<file path="src/rtl/mem_stage.sv">
// Memory stage of the RV32I five-stage pipeline.
//
// Consumes the execute-stage bus, performs loads and stores on a
// request/grant/response data-memory port and hands the memory-stage bus to
// writeback through a single-entry registered valid/ready output.
//
// Ports
//   clk, rst          : clock (rising edge), asynchronous active-high reset
//   e_valid_i/e_ready_o/e_bus_i : execute-stage handshake and payload
//   m_valid_o/m_ready_i/m_bus_o : writeback handshake and registered payload
//   dmem_req_o/we_o/addr_o/wdata_o : data-memory request (held until grant)
//   dmem_gnt_i, dmem_rvalid_i, dmem_rdata_i : grant and read response
//   misalign_o        : one-cycle pulse when a misaligned access is dropped
//
// State | meaning
//   IDLE | ready for a new instruction
//   REQ  | request on the bus, waiting for grant
//   WAIT | load granted, waiting for read data

package utils_pkg;
  typedef struct packed {
    logic [31:0] ex_out;
    logic [31:0] rf_rdata2;
    logic [31:0] inc_pc;
    logic [3:0]  dmem_wr_en;
    logic [2:0]  funct3;
    logic [4:0]  rd;
    logic        rf_wr_en;
    logic        sel_res;
    logic        sel_rf_wr;
    logic        ecall;
  } bus_stage_e;

  typedef struct packed {
    logic [31:0] result;
    logic [31:0] inc_pc;
    logic [4:0]  rd;
    logic        rf_wr_en;
    logic        sel_rf_wr;
    logic        ecall;
  } bus_stage_m;
endpackage

module mem_stage
  import utils_pkg::*;
(
  input  logic        clk,
  input  logic        rst,
  input  logic        e_valid_i,
  output logic        e_ready_o,
  input  bus_stage_e  e_bus_i,
  output logic        m_valid_o,
  input  logic        m_ready_i,
  output bus_stage_m  m_bus_o,
  output logic        dmem_req_o,
  output logic [3:0]  dmem_we_o,
  output logic [31:0] dmem_addr_o,
  output logic [31:0] dmem_wdata_o,
  input  logic        dmem_gnt_i,
  input  logic        dmem_rvalid_i,
  input  logic [31:0] dmem_rdata_i,
  output logic        misalign_o
);

  typedef enum logic [1:0] {IDLE, REQ, WAIT} state_t;

  state_t      state_q;
  logic        m_valid_q;
  bus_stage_m  m_bus_q;
  logic        dmem_req_q;
  logic [3:0]  dmem_we_q;
  logic [31:0] dmem_addr_q;
  logic [31:0] dmem_wdata_q;
  logic        misalign_q;

  // Latched memory instruction: its writeback payload (result = ex_out),
  // load width/sign and whether it is a store.
  bus_stage_m  lat_m_q;
  logic [2:0]  lat_funct3_q;
  logic        lat_store_q;

  logic        e_store;
  logic        e_load;
  logic        e_mem;
  logic [1:0]  e_off;
  logic        e_half;
  logic        e_word;
  logic        e_mis;
  logic        accept;
  logic        start_mem;
  bus_stage_m  e_pass;

  logic [1:0]  lat_off;
  logic [31:0] rdata_sh;
  logic [31:0] load_data;

  logic        m_wr;
  bus_stage_m  m_bus_d;

  // Instruction classification on the incoming payload.
  assign e_store = |e_bus_i.dmem_wr_en;
  assign e_load  = !e_store && e_bus_i.sel_res;
  assign e_mem   = e_store || e_load;
  assign e_off   = e_bus_i.ex_out[1:0];

  // Access size comes from the byte-enable pattern for stores and from
  // funct3 for loads.
  assign e_half = e_store ? (e_bus_i.dmem_wr_en == 4'b0011)
                          : (e_bus_i.funct3[1:0] == 2'b01);
  assign e_word = e_store ? (e_bus_i.dmem_wr_en == 4'b1111)
                          : (e_bus_i.funct3[1:0] == 2'b10);
  assign e_mis  = e_mem && ((e_half && (e_off == 2'd3)) ||
                            (e_word && (e_off != 2'd0)));

  assign e_ready_o = (state_q == IDLE) && (!m_valid_q || m_ready_i);
  assign accept    = e_valid_i && e_ready_o;
  assign start_mem = accept && e_mem && !e_mis;

  // Pass-through payload; a dropped misaligned access writes nothing back.
  always_comb begin
    e_pass           = '0;
    e_pass.result    = e_bus_i.ex_out;
    e_pass.inc_pc    = e_bus_i.inc_pc;
    e_pass.rd        = e_bus_i.rd;
    e_pass.rf_wr_en  = e_bus_i.rf_wr_en;
    e_pass.sel_rf_wr = e_bus_i.sel_rf_wr;
    e_pass.ecall     = e_bus_i.ecall;
    if (e_mis) begin
      e_pass.result   = '0;
      e_pass.rf_wr_en = 1'b0;
    end
  end

  // Load extraction: shift the addressed lane down to bit 0, then extend.
  assign lat_off  = lat_m_q.result[1:0];
  assign rdata_sh = dmem_rdata_i >> {lat_off, 3'b000};

  always_comb begin
    load_data = '0;
    case (lat_funct3_q)
      3'b000:  load_data = {{24{rdata_sh[7]}}, rdata_sh[7:0]};
      3'b100:  load_data = {24'd0, rdata_sh[7:0]};
      3'b001:  load_data = {{16{rdata_sh[15]}}, rdata_sh[15:0]};
      3'b101:  load_data = {16'd0, rdata_sh[15:0]};
      3'b010:  load_data = dmem_rdata_i;
      default: load_data = '0;
    endcase
  end

  // Output register write selection. A write is only possible while the
  // output entry is empty or draining: acceptance requires that, and no
  // other write can reach it until the memory instruction completes.
  always_comb begin
    m_wr    = 1'b0;
    m_bus_d = lat_m_q;
    case (state_q)
      IDLE: begin
        if (accept && !start_mem) begin
          m_wr    = 1'b1;
          m_bus_d = e_pass;
        end
      end
      REQ: begin
        if (dmem_gnt_i && lat_store_q) m_wr = 1'b1;
      end
      WAIT: begin
        if (dmem_rvalid_i) begin
          m_wr           = 1'b1;
          m_bus_d.result = load_data;
        end
      end
      default: ;
    endcase
  end

  always_ff @(posedge clk or posedge rst) begin
    if (rst) begin
      state_q      <= IDLE;
      m_valid_q    <= 1'b0;
      m_bus_q      <= '0;
      dmem_req_q   <= 1'b0;
      dmem_we_q    <= '0;
      dmem_addr_q  <= '0;
      dmem_wdata_q <= '0;
      misalign_q   <= 1'b0;
      lat_m_q      <= '0;
      lat_funct3_q <= '0;
      lat_store_q  <= 1'b0;
    end else begin
      misalign_q <= accept && e_mis;

      if (m_wr) begin
        m_valid_q <= 1'b1;
        m_bus_q   <= m_bus_d;
      end else if (m_valid_q && m_ready_i) begin
        m_valid_q <= 1'b0;
        m_bus_q   <= '0;
      end

      case (state_q)
        IDLE: begin
          if (start_mem) begin
            state_q      <= REQ;
            dmem_req_q   <= 1'b1;
            lat_m_q      <= e_pass;
            lat_funct3_q <= e_bus_i.funct3;
            lat_store_q  <= e_store;
            dmem_addr_q  <= {e_bus_i.ex_out[31:2], 2'b00};
            dmem_we_q    <= e_store ? (e_bus_i.dmem_wr_en << e_off) : 4'd0;
            dmem_wdata_q <= e_store ? (e_bus_i.rf_rdata2 << {e_off, 3'b000})
                                    : 32'd0;
          end
        end
        REQ: begin
          if (dmem_gnt_i) begin
            dmem_req_q <= 1'b0;
            state_q    <= lat_store_q ? IDLE : WAIT;
          end
        end
        WAIT: begin
          if (dmem_rvalid_i) state_q <= IDLE;
        end
        default: begin
          state_q    <= IDLE;
          dmem_req_q <= 1'b0;
        end
      endcase
    end
  end

  assign m_valid_o    = m_valid_q;
  assign m_bus_o      = m_bus_q;
  assign dmem_req_o   = dmem_req_q;
  assign dmem_we_o    = dmem_we_q;
  assign dmem_addr_o  = dmem_addr_q;
  assign dmem_wdata_o = dmem_wdata_q;
  assign misalign_o   = misalign_q;

endmodule
</file>
<file path="config.mk">
export PLATFORM = sky130hd
export DESIGN_NAME = mem_stage
export DESIGN_NICKNAME = d
export VERILOG_FILES = /design/src/rtl/mem_stage.sv
export SDC_FILE = /design/constraint.sdc
export NUM_CORES = 1
export LEC_CHECK = 0
export CAP_MARGIN = 20
export CORE_MARGIN = 5
export CORE_UTILIZATION = 48
export CTS_BUF_LIST = sky130_fd_sc_hd__clkbuf_16
export DETAILED_ROUTE_END_ITERATION = 12
export PLACE_DENSITY = 0.8
export SLEW_MARGIN = 20
export SYNTH_ARGS = -nofsm -noshare
export SYNTH_HDL_FRONTEND = slang
export SYNTH_SLANG_ARGS = --single-unit
</file>
<file path="constraint.sdc">
create_clock -name clk -period 8.04 [get_ports clk]
set_clock_uncertainty 0.05 [all_clocks]
set_input_delay 0.804 -clock clk [delete_from_list [all_inputs] [get_ports clk]]
set_output_delay 0.804 -clock clk [all_outputs]
set_load 0.02 [all_outputs]
</file>
Yosys cells after proc, flatten, opt, wreduce, memory -nomap -nowiden
Index checks and enable logic that the tools add are counted.

word-level totals
  flip-flop bits (word level) = 219
  bits of input ports = 150
  output and inout port bits = 144
  word-level logic and storage cells = 93

cells by class
  equality and inequality tests = 14
  shift-type cells = 3
  mux-type cells = 27
  bitwise gates (word level) = 1
  reduce and logical (&&, ||, !) cells = 27

operators with widths
  cell                  number
  $mux W72              3
  $pmux W32 S5          1
  $mux W32              3
  $pmux W32 S2          1
  $mux W40              1
  $shl A32 B5 Y32       1
  $shr A32 B5 Y16       1
  $logic_and A1 B1 Y1   12
  $mux W1               10
  $mux W2               4
  $eq A2 B2 Y1 const B  3
  $eq A3 B3 Y1 const B  2
  $ne A2 B2 Y1 const B  3
  $pmux W1 S3           2
  $pmux W2 S3           1
  $reduce_and A3 Y1     2
  $eq A2 B1 Y1 const B  2
  $eq A4 B2 Y1 const B  1
  $eq A4 B4 Y1 const B  1
  $logic_not A1 Y1      4
  $mux W4               1
  $reduce_bool A2 Y1    2
  $reduce_or A4 Y1      1
  $shl A4 B2 Y4         1
  7 further kinds       9

Logic depth before layout (Yosys ltp)
Gate-level depths: netlist (run 1).

  word-level depth = 12
  gate-level depth with buffers = 9

Least setup slack after synthesis (run 1)
Ideal clock, no wire load.

  path kind = in2reg
  start point = in e_bus_i[10] (netlist name)
  end point = reg m_bus_q, in the netlist m_bus_o[42]
  library setup time = 126 ps
  arrival = 2692 ps
  required time = 7864 ps
  path slack = 5172 ps
  cell stages on the path = 6
  cell sequence = or4b_4 > a2111oi_4 > a211o_1 > a21boi_2 > buf_2 > a221o_1

between the ends
  word-level cells in the longest chain between the ends = 12
  elaborated cells on any way between the ends = 19

RTL lines
  item                                            RTL line  source
  start: declaration                              51        input bus_stage_e e_bus_i,
  $eq A2 B1 Y1 or $eq A2 B2 Y1 (tied branches)    109, 111
  $mux W1 (on tied branches)                      108, 110
  $logic_and A1 B1 Y1 (on tied branches)          112, 113
  $logic_or A1 B1 Y1 *                            112       assign e_mis = e_mem && ((e_half && (e_off == 2'd3)) ||
  $logic_and A1 B1 Y1 *                           112
  $logic_not A1 Y1                                117       assign start_mem = accept && e_mem && !e_mis;
  $logic_and A1 B1 Y1                             117
  $logic_not A1 Y1                                158       if (accept && !start_mem) begin
  $logic_and A1 B1 Y1                             158
  $mux W1 or $mux W72 (tied branches)             158
  $pmux W1 S3 or $pmux W32 S2 (tied branches)     156       case (state_q)
  $mux W72 or $reduce_bool A2 Y1 (tied branches)  -
  end signal: assignment                          194       m_bus_q <= m_bus_d;
  end: declaration                                69        bus_stage_m m_bus_q;

Every way passes the cells marked *; elsewhere a longest branch is shown, timed or not.
A chain may end at the register's enable or synchronous reset.

Final worst setup path (run 1)
  start point = in e_bus_i[80] (netlist name)
  end point = reg dmem_addr_q[3] (netlist: dmem_addr_o[3])

between the ends
  word-level cells in the longest chain between the ends = 7
  elaborated cells on any way between the ends = 9

RTL lines
  item                                                RTL line  source
  $eq A2 B2 Y1 or $reduce_bool A2 Y1 (tied branches)  112, 113
  $logic_and A1 B1 Y1 (on tied branches)              112, 113
  $logic_or A1 B1 Y1 *                                112
  $logic_and A1 B1 Y1 *                               112
  $logic_not A1 Y1 *                                  117
  $logic_and A1 B1 Y1 *                               117
  $reduce_and A2 Y1 (no line) *                       -
  end signal: assignment                              208       dmem_addr_q <= {e_bus_i.ex_out[31:2], 2'b00};
  end: declaration                                    72        logic [31:0] dmem_addr_q;

Marked as above.

==> qor.csv, run 1 <==
stage,metric,value,unit
clock_tree,CTS Hold Buffers Added,0,
floorplan,I/O Pins,294,
floorplan,Core Region,20400,um2
floorplan,FP Rows,52,
synthesis,"FFs w/ async S/R, synth",100,%
finish,post-route insts no fill,1543,
setup_path,Worst R2R Start,m_valid_o,
power_and_ir_drop,Leakage,6.36,nW
finish,cell area after layout,13800,um2
synthesis,number of synthesized register bits,219,
placement,GPL Wtd Cong,0.888,
finish,FILL cells,1582,
finish,proportion of layout cells with a drive suffix above 1,4.71,%
placement,IO buf count,291,
placement,placed cell count,1504,
drt,Iter 0 DRT Violations,881,
synthesis,top-count cell post-synth,nand2_1,
clock_tree,Skew-Pair Late Insertion Delay,510,ps
global_route,number of global-route vias before repair,8804,
clock_tree,CTS tree,built,
setup_path,Worst Path Arrival,4940,ps
min_path,WHS Endpoint,lat_m_q[31],
floorplan,DIE HEIGHT,154,um
setup_path,Setup CP Type,in2reg,
finish,fin nets,1409,
clock_tree,Post-CTS Resized,0,
finish,Sequential Area,5480,um2
global_route,global-route wire length before repair,49600,um
clock_tree,Setup Buffers After CTS,0,
synthesis,"top cells by area, synth","dfrtp_1 (55%), nand2_1 (12%), a221o_1 (4.6%)",
drt,drt drc,0,
setup_path,worst endpoint required time,8430,ps
timing,RSZ-0062 raised after global routing,false,
synthesis,Yosys top cell by area,dfrtp_1,
synthesis,"EDFF count, synth",0,
setup_path,reg2reg setup slack,3920,ps
synthesis,Synth top cells by count,"nand2_1 (324), dfrtp_1 (219), a221o_1 (46), mux2i_1 (42), clkbuf_1 (41)",
placement,dpl ws,3030,ps
finish,post-layout util,67.8,%
power_and_ir_drop,power per cell area,369,nW/um2
timing,Fmax,0.220,GHz
min_path,critical hold path startpoint,lat_m_q[31],
timing,worst hold margin,414,ps
clock_tree,Clock Tree Buf Depth,3,
finish,multi-input logic area,4160,um2
drt,DR vias/cell,5.78,
setup_path,r2r endpoint,dmem_addr_o[3],
timing,minimum clock period,4550,ps
timing,max-slew violation count,0,
drt,Final ANT Viol Nets,0,
drt,Via Count,8912,
timing,Setup Viol. Count Final,0,
synthesis,top cell type's share of synthesized area,54.7,%
synthesis,Syn Inst Count,1006,
synthesis,Cell variety after synth,57,
synthesis,Synth Cell Area,10000,um2
synthesis,Ys Warns,0,
setup_path,Setup crit end kind,flip-flop,
min_path,worst hold path type,reg2reg,
timing,worst slew margin relative to its limit,26.5,%
placement,"Cell Area, Placed",13100,um2
finish,diode count,0,
min_path,hold-critical path depth,2,
clock_tree,cts bufs inserted,23,
clock_tree,"Clk pin slew, worst setup/hold paths",60,ps
status,run status,finished clean,
power_and_ir_drop,Worst VDD drop,203,uV
finish,Area Overhead vs Synth,37.7,%
global_route,Overall Global Routing Usage,25.7,%
clock_tree,Sink Count,219,
drt,Post-Route WL,31800,um
drt,router iterations before antenna repair,7,
power_and_ir_drop,Total Power,5.09,mW
timing,Hold Fails Final Rpt,0,
clock_tree,root buffer cell,clkbuf_16,
floorplan,Die W,154,um
setup_path,worst-path maximum fanout,74,
floorplan,Die ar.,23900,um2
flow_run,maxcap violations,0,
timing,fin crit share,56.6,%
global_route,initial antenna violation count,0,
global_route,largest net degree at the start of global routing,146,
setup_path,Worst setup SP type,input port,
synthesis,Main synth FF type,dfrtp_1,
clock_tree,CTS H-Tree Depth,1,
placement,Detail Placement HPWL,21800,um
timing,worst-margin pin slew,1100,ps
timing,setup tns final,0,ps
drt,routed len/inst,20.6,um
timing,final worst slack,3490,ps
global_route,GRT overflow,0,
setup_path,reg2reg path depth,7,
floorplan,Initial Util,49.2,%
synthesis,"Avg Cell Area, Syn",9.96,um2
synthesis,sequential fraction of the synthesis area,54.7,%
==> metal layers <==
layer  global-route usage (%)  up-vias  share of wire (%)
met5                        0        -                  0
met4                     6.35        0                2.4
met3                     6.65       50                 10
met2                     40.8      490                 46
met1                     35.6     4295                 41
li1                         -     4077                  -
==> registers in the layout, indices dropped and copies added, names as in the netlist, 2 cells and up <==
name	count
lat_m_q	72
m_bus_o	72
dmem_wdata_o	32
dmem_addr_o	30
dmem_we_o	4
lat_funct3_q	3
state_q	2
==> worst max-delay path by stage <==
stage                                 end        start  cells after the start  slack (ps)
after detailed placement      lat_m_q[41]  e_bus_i[80]                      9        3030
after global routing          lat_m_q[41]  e_bus_i[80]                      9        3160
after CTS                  dmem_addr_o[3]  e_bus_i[80]                      9        3550
final                      dmem_addr_o[3]  e_bus_i[80]                      9        3490
after floorplan           dmem_addr_o[10]          rst                      1        1190
after global placement        lat_m_q[41]  e_bus_i[12]                      8        3180
==> cells in the final DEF (no fill, tap or decap), types with 2 or more instances in the layout <==
cell type	count
a222oi_1	23
nand2b_1	5
a2111oi_4	2
nor2_1	15
a311oi_1	8
clkbuf_16	23
mux2_2	2
dfrtp_1	219
o311ai_0	8
nand2_1	324
nand3_1	2
a2111oi_0	8
a22o_1	8
a221o_1	46
or2_2	2
clkinv_1	4
a21oi_1	20
mux2i_1	42
clkinv_4	2
o21ai_0	16
buf_4	12
a211oi_1	8
o221ai_1	8
conb_1	2
o31ai_1	8
a21o_1	8
nand3b_1	10
nor4b_2	2
bufinv_16	2
o211ai_1	17
and2_1	39
nor2b_1	11
nor3_1	2
clkdlybuf4s50_1	291
inv_1	33
o2bb2ai_1	8
a2bb2oi_1	8
==> power breakdown <==
group	total [mW]	switching (mW)	internal (mW)	leakage, nW
sequential	1.89	0.324	1.57	2.79
clock	1.01	0.430	0.583	0.363
combinational	2.18	1.19	0.988	3.21
total	5.09	1.95	3.14	6.36
==> worst max-delay path, stage by stage <==
cell and delay, ps:
clkdlybuf4s50_1 450, buf_4 390, nor2_1 180, nor3_1 790
a2111o_2 770, buf_4 780, buf_4 480, nand2_1 120
nand2_1 90
==> area by class of cell <==
type	instances	area share, %
inverters	28	0.852
repair buffers	303	21.8
clock inverters	16	0.952
flip-flops and latches	219	39.7
clock buffers	23	4.17
multi-input cells	684	30.1
well taps	270	2.45
==> cells by family (layout without fill, tap and decap cells) <==
kind of cell,Yosys count,count (layout),share of synthesized area (%)
DFF,219,219,54.7
and+or+nand+nor,422,422,18.3
buffers and inverters,104,370,4.38
other,1,2,0.0374
muxes,44,44,4.42
AOI/OAI and AO/OA,216,216,18.2
Note: power is estimated with default switching activity, not from simulation.
==> inputs of run 2 (changes only) <==
==> constraint.sdc (replaced) <==
create_clock -name clk -period 4.2 [get_ports clk]
set_clock_uncertainty 0.05 [all_clocks]
set_input_delay 0.42 -clock clk [delete_from_list [all_inputs] [get_ports clk]]
set_output_delay 0.42 -clock clk [all_outputs]
set_load 0.02 [all_outputs]
==> run 2 against run 1 <==
Net effect: routed wire length up 1.6%; critical path depth is 3 lower; sequential power increased by 93%; sequential cell count stayed put; combinational power is 93% higher; power grew 95%; utilization is 0.70 points higher; setup slack worse by 2500 ps; final cell count up 0.78%; sequential share of layout area down 0.41 points; first-iteration DRC count is 0.91% lower; largest cell class unchanged; largest power group unchanged.
==> qor.csv, run 2 (synthesis gave the netlist of run 1 again) <==
stage,metric,value,unit,change
status,run status,finished clean,,unchanged
placement,dpl ws,517,ps,was 3030 ps
drt,routed len/inst,20.8,um,was 20.6 um
timing,final worst slack,1040,ps,was 3490 ps
clock_tree,cts bufs inserted,24,,was 23
placement,Detail Placement HPWL,22600,um,was 21800 um
clock_tree,Sink Count,219,,unchanged
timing,Fmax,0.316,GHz,
finish,most frequent cells in the layout,"nand2_1 (324), clkdlybuf4s50_1 (291), dfrtp_1 (219), a221o_1 (46), mux2i_1 (42)",,unchanged
global_route,largest net degree at the start of global routing,128,,was 146
drt,drt drc,0,,unchanged
finish,proportion of layout cells with a drive suffix above 1,5.54,%,was 4.71%
drt,Final ANT Viol Nets,0,,unchanged
timing,setup tns final,0,ps,unchanged
power_and_ir_drop,Worst VDD drop,432,uV,was 203 uV
timing,worst slew margin relative to its limit,35.7,%,was 26.5%
timing,Hold Fails Final Rpt,0,,unchanged
clock_tree,CTS tree,built,,unchanged
placement,IO buf count,291,,unchanged
timing,RSZ-0062 raised after global routing,false,,unchanged
finish,Area Overhead vs Synth,39.1,%,was 37.7%
timing,worst hold margin,284,ps,was 414 ps
setup_path,Setup crit end kind,flip-flop,,unchanged
floorplan,Core Region,20400,um2,unchanged
drt,DR vias/cell,5.83,,was 5.78
finish,"commonest non-fill, non-tap cell in the layout",nand2_1,,unchanged
global_route,Overall Global Routing Usage,26.2,%,was 25.7%
setup_path,reg2reg path depth,5,,was 7
power_and_ir_drop,Switch Pwr,3.77,mW,was 1.95 mW
clock_tree,Post-CTS Resized,0,,unchanged
clock_tree,CTS Hold Buffers Added,0,,unchanged
power_and_ir_drop,sequential share of power,36.6,%,was 37.2%
power_and_ir_drop,cell internal pwr,6.17,mW,was 3.14 mW
min_path,worst hold path type,in2async,,was reg2reg
global_route,initial antenna violation count,4,,was 0
power_and_ir_drop,power per cell area,713,nW/um2,was 369 nW/um2
floorplan,Initial Util,49.2,%,unchanged
setup_path,r2r endpoint,m_bus_o[67],,was dmem_addr_o[3]
power_and_ir_drop,Clock Power Share,21.1,%,was 19.9%
timing,Setup Viol. Count Final,0,,unchanged
power_and_ir_drop,Comb pwr share,42.3,%,was 42.9%
global_route,GRT overflow,0,,unchanged
flow_run,maxcap violations,0,,unchanged
drt,Via Count,9062,,was 8912
setup_path,Worst R2R Start,lat_m_q[40],,was m_valid_o
clock_tree,Clock Tree Buf Depth,3,,unchanged
floorplan,FP Rows,52,,unchanged
setup_path,Setup CP Type,in2reg,,unchanged
setup_path,reg2reg setup slack,1270,ps,was 3920 ps
floorplan,I/O Pins,294,,unchanged
clock_tree,Setup Buffers After CTS,0,,unchanged
setup_path,worst endpoint required time,4600,ps,was 8430 ps
setup_path,worst-path maximum fanout,39,,was 74
floorplan,Die W,154,um,unchanged
floorplan,DIE HEIGHT,154,um,unchanged
global_route,number of global-route vias before repair,8987,,was 8804
clock_tree,root buffer cell,clkbuf_16,,unchanged
floorplan,Die ar.,23900,um2,unchanged
finish,fin nets,1416,,was 1409
power_and_ir_drop,Leakage,6.43,nW,was 6.36 nW
clock_tree,"Clk pin slew, worst setup/hold paths",60,ps,about the same
finish,cell area after layout,13900,um2,was 13800 um2
clock_tree,CTS H-Tree Depth,1,,unchanged
timing,minimum clock period,3160,ps,
drt,Post-Route WL,32300,um,was 31800 um
placement,"Cell Area, Placed",13200,um2,was 13100 um2
power_and_ir_drop,Total Power,9.94,mW,was 5.09 mW
setup_path,Worst Path Arrival,3560,ps,was 4940 ps
clock_tree,Skew-Pair Late Insertion Delay,520,ps,was 510 ps
setup_path,Worst setup SP type,input port,,unchanged
global_route,global-route wire length before repair,50500,um,was 49600 um
timing,max-slew violation count,0,,unchanged
drt,router iterations before antenna repair,8,,was 7
drt,Iter 0 DRT Violations,873,,was 881
power_and_ir_drop,switching share of power,37.9,%,was 38.3%
timing,fin crit share,75.3,%,
timing,worst-margin pin slew,963,ps,was 1100 ps
placement,GPL Wtd Cong,0.928,,was 0.888
[run 2: cell types whose count changed in the layout (fill, tap and decap cells not counted), moves of 2 or more]
cell / delta
diode_2: +4
buf_12: +2
clkinv_1: -2
clkbuf_16: +2
clkinv_2: +4
buf_4: +4
clkinv_4: -2
[run 2: layout make-up]
cell class,count,area (um2)
Antenna cell,4,10.0
Tap cell,270,338
Sequential cell,219,5480
Timing Repair Buffer,309,3070
Fill cell,1570,6420
Inverter,28,109
Clock buffer,25,626
Clock inverter,16,153
Multi-Input combinational cell,684,4160
[run 2: stage by stage]
step / instances / util, %
2_1_floorplan: 1007 / -
4_1_cts: 1551 / 68.4
3_5_place_dp: 1510 / 64.6
3_3_place_gp: 1510 / 64.6
6_report: 1555 / 68.5
5_1_grt: 1555 / 68.5
[run 2: worst max-delay path by stage]
stage	startpoint	end	slack, ps	depth (start not counted)
2_1_floorplan	rst	dmem_addr_o[10]	880	1
3_3_place_gp	e_bus_i[12]	m_bus_o[6]	580	6
3_5_place_dp	e_bus_i[12]	m_bus_o[20]	520	6
4_1_cts	e_bus_i[12]	m_bus_o[11]	1060	6
5_1_grt	e_bus_i[12]	m_bus_o[11]	850	6
6_report	e_bus_i[12]	m_bus_o[11]	1040	6
[run 2: per-layer routing]
| layer | part of all wire, % | up-vias | track usage [%] |
|---|---|---|---|
| met1 | 39 | 4388 | 35.2 |
| met2 | 46 | 500 | 41.4 |
| met5 | 0 | - | 0 |
| met4 | 4.3 | 0 | 10.7 |
| met3 | 10 | 80 | 6.23 |
| li1 | - | 4094 | - |
[run 2: power by group through the flow]
| stage | Sequential [mW] | Combinational (mW) | Clock (mW) |
|---|---|---|---|
| 2_1_floorplan | 4.08 | 1.85 | 0 |
| 3_3_place_gp | 3.62 | 4.10 | 0 |
| 3_5_place_dp | 3.64 | 4.20 | 0 |
| 4_1_cts | 3.63 | 4.21 | 2.13 |
| 5_1_grt | 3.73 | 4.54 | 2.23 |
| 6_report | 3.64 | 4.20 | 2.10 |
[run 2: critical path, cell delays in order]
cell	delay, ps
clkdlybuf4s50_1	510
or4b_4	570
a2111oi_4	670
a211oi_2	260
nor2_4	810
a221o_1	300
==> inputs of run 3 (changes only) <==
--- a/config.mk
+++ b/config.mk
@@ -7,10 +7,10 @@
 export LEC_CHECK = 0
 export CAP_MARGIN = 20
 export CORE_MARGIN = 5
-export CORE_UTILIZATION = 48
+export CORE_UTILIZATION = 43
 export CTS_BUF_LIST = sky130_fd_sc_hd__clkbuf_16
 export DETAILED_ROUTE_END_ITERATION = 12
-export PLACE_DENSITY = 0.8
+export PLACE_DENSITY = 0.76
 export SLEW_MARGIN = 20
 export SYNTH_ARGS = -nofsm -noshare
 export SYNTH_HDL_FRONTEND = slang
==> constraint.sdc (replaced) <==
create_clock -name clk -period 2.9 [get_ports clk]
set_clock_uncertainty 0.05 [all_clocks]
set_input_delay 0.29 -clock clk [delete_from_list [all_inputs] [get_ports clk]]
set_output_delay 0.29 -clock clk [all_outputs]
set_load 0.02 [all_outputs]
==> run 3 against run 2 <==
Net effect: highest routed layer is now met5; clock power up 39%; non-clock buffer count up 41; largest cell class unchanged; sequential share of layout area down 1.1 points; die area up 11%.
==> qor.csv, run 3 (synthesis gave the netlist of run 1 again) <==
stage,metric,value,unit,change
status,run status,finished clean,,unchanged
clock_tree,"Clk pin slew, worst setup/hold paths",60,ps,about the same
timing,setup tns final,0,ps,unchanged
finish,fin nets,1457,,was 1416
placement,placed cell count,1594,,was 1510
drt,drt drc,0,,unchanged
drt,routed len/inst,19.8,um,was 20.8 um
setup_path,Worst setup SP type,flip-flop,,was input port
setup_path,worst-path maximum fanout,14,,was 39
clock_tree,root buffer cell,clkbuf_16,,unchanged
floorplan,Initial Util,44.0,%,was 49.2%
setup_path,Setup crit end kind,flip-flop,,unchanged
timing,Fmax,0.370,GHz,
clock_tree,Setup Buffers After CTS,0,,unchanged
finish,proportion of layout cells with a drive suffix above 1,8.40,%,was 5.54%
finish,multi-input logic area,4160,um2,unchanged
setup_path,reg2reg path depth,7,,was 5
finish,post-route insts no fill,1636,,was 1555
min_path,worst hold path type,in2async,,unchanged
timing,worst-margin pin slew,842,ps,was 963 ps
setup_path,reg2reg setup slack,200,ps,was 1270 ps
floorplan,Die W,163,um,was 154 um
placement,Detail Placement HPWL,23200,um,was 22600 um
floorplan,I/O Pins,294,,unchanged
setup_path,Worst R2R Start,state_q[0],,was lat_m_q[40]
drt,Via Count,9028,,was 9062
flow_run,maxcap violations,0,,unchanged
clock_tree,Post-CTS Resized,0,,unchanged
finish,Sequential Area,5480,um2,unchanged
floorplan,FP Rows,55,,was 52
timing,RSZ-0062 raised after global routing,false,,unchanged
drt,Iter 0 DRT Violations,863,,was 873
floorplan,Core Region,22800,um2,was 20400 um2
global_route,global-route wire length before repair,50800,um,was 50500 um
clock_tree,Sink Count,219,,unchanged
timing,minimum clock period,2700,ps,
drt,Final ANT Viol Nets,0,,unchanged
power_and_ir_drop,Leakage,6.64,nW,was 6.43 nW
clock_tree,Skew-Pair Late Insertion Delay,510,ps,was 520 ps
timing,max-slew violation count,0,,unchanged
finish,FILL cells,1859,,was 1570
power_and_ir_drop,power per cell area,1010,nW/um2,was 713 nW/um2
clock_tree,CTS H-Tree Depth,1,,unchanged
power_and_ir_drop,Worst VDD drop,507,uV,was 432 uV
clock_tree,CTS Hold Buffers Added,0,,unchanged
clock_tree,CTS tree,built,,unchanged
clock_tree,cts bufs inserted,24,,unchanged
global_route,largest net degree at the start of global routing,83,,was 128
global_route,number of global-route vias before repair,9197,,was 8987
timing,fin crit share,93.2,%,
setup_path,r2r endpoint,dmem_wdata_o[30],,was m_bus_o[67]
placement,GPL Wtd Cong,0.909,,was 0.928
floorplan,Die ar.,26500,um2,was 23900 um2
drt,router iterations before antenna repair,7,,was 8
placement,IO buf count,291,,unchanged
timing,worst slew margin relative to its limit,43.8,%,was 35.7%
timing,Hold Fails Final Rpt,0,,unchanged
setup_path,Setup CP Type,reg2reg,,was in2reg
finish,"commonest non-fill, non-tap cell in the layout",nand2_1,,unchanged
finish,most frequent cells in the layout,"nand2_1 (324), clkdlybuf4s50_1 (291), dfrtp_1 (219), buf_4 (50), a221o_1 (46)",,"was nand2_1 (324), clkdlybuf4s50_1 (291), dfrtp_1 (219), a221o_1 (46), mux2i_1 (42)"
finish,Area Overhead vs Synth,43.2,%,was 39.1%
drt,DR vias/cell,5.52,,was 5.83
floorplan,DIE HEIGHT,163,um,was 154 um
setup_path,worst endpoint required time,3300,ps,was 4600 ps
global_route,GRT overflow,0,,unchanged
setup_path,worst setup path start,state_q[0],,was e_bus_i[12]
clock_tree,Clock Tree Buf Depth,3,,unchanged
setup_path,Worst Path Arrival,3100,ps,was 3560 ps
timing,Setup Viol. Count Final,0,,unchanged
drt,Post-Route WL,32400,um,was 32300 um
global_route,Overall Global Routing Usage,23.8,%,was 26.2%
global_route,initial antenna violation count,1,,was 4
-- run 3: cell types whose count changed in the layout (fill, tap and decap cells not counted), sizes merged --
cell	before	now
buf	18	59
bufinv	3	2
inv	33	30
clkinvlp	2	1
clkinv	6	12
clkbuf	25	24
diode	4	1
-- run 3: stage by stage --
stage | power (mW) | cell area [um2] | utilization (%) | setup WS, ps | hold WS (ps)
after global routing | 15.4 | 14300 | 63.0 | 111 | 113
after floorplan | 8.60 | 10000 | - | -294 | 345
after CTS | 14.6 | 14300 | 63.0 | 151 | 81.2
final | 14.5 | 14300 | 63.0 | 198 | 85.7
after global placement | 11.5 | 13600 | 59.7 | -254 | 398
after detailed placement | 11.6 | 13600 | 59.7 | -86.7 | 404
-- run 3: routing by layer --
metal | track usage (%) | up-vias | share of wire (%)
li1 | - | 4168 | -
met1 | 31.5 | 4335 | 40
met2 | 38.8 | 444 | 47
met3 | 5.67 | 79 | 9.6
met4 | 7.85 | 2 | 3.3
met5 | 0 | - | 0.022
-- run 3: area by class of cell --
class / count / area share [%]
multi-input combinational: 684 / 29.0
tap: 313 / 2.73
clock inverter: 17 / 0.977
sequential: 219 / 38.2
inverter: 28 / 0.759
timing repair buffer: 350 / 24.2
antenna: 1 / 0.0174
clock buffer: 24 / 4.19
-- run 3: how the worst max path moves through the flow --
stage / end / slack (ps)
floorplan: dmem_addr_o[10] / -290
global placement: dmem_we_o[3] / -250
detailed placement: m_bus_o[33] / -90
CTS: dmem_wdata_o[30] / 150
global route: dmem_wdata_o[30] / 110
finish: dmem_wdata_o[30] / 200
-- run 3: worst max-delay path, cell delays in order (launching register included) --
cell       delay, ps
dfrtp_1          370
or2_2            320
or3_1            390
buf_4            230
a2111o_2         520
buf_4            210
a2111oi_0        400
a21o_1           140
-- run 3: power breakdown --
group | switching (mW) | internal [mW] | total, mW
sequential | 0.828 | 4.35 | 5.18
combinational | 3.39 | 2.98 | 6.37
clock | 1.23 | 1.68 | 2.91
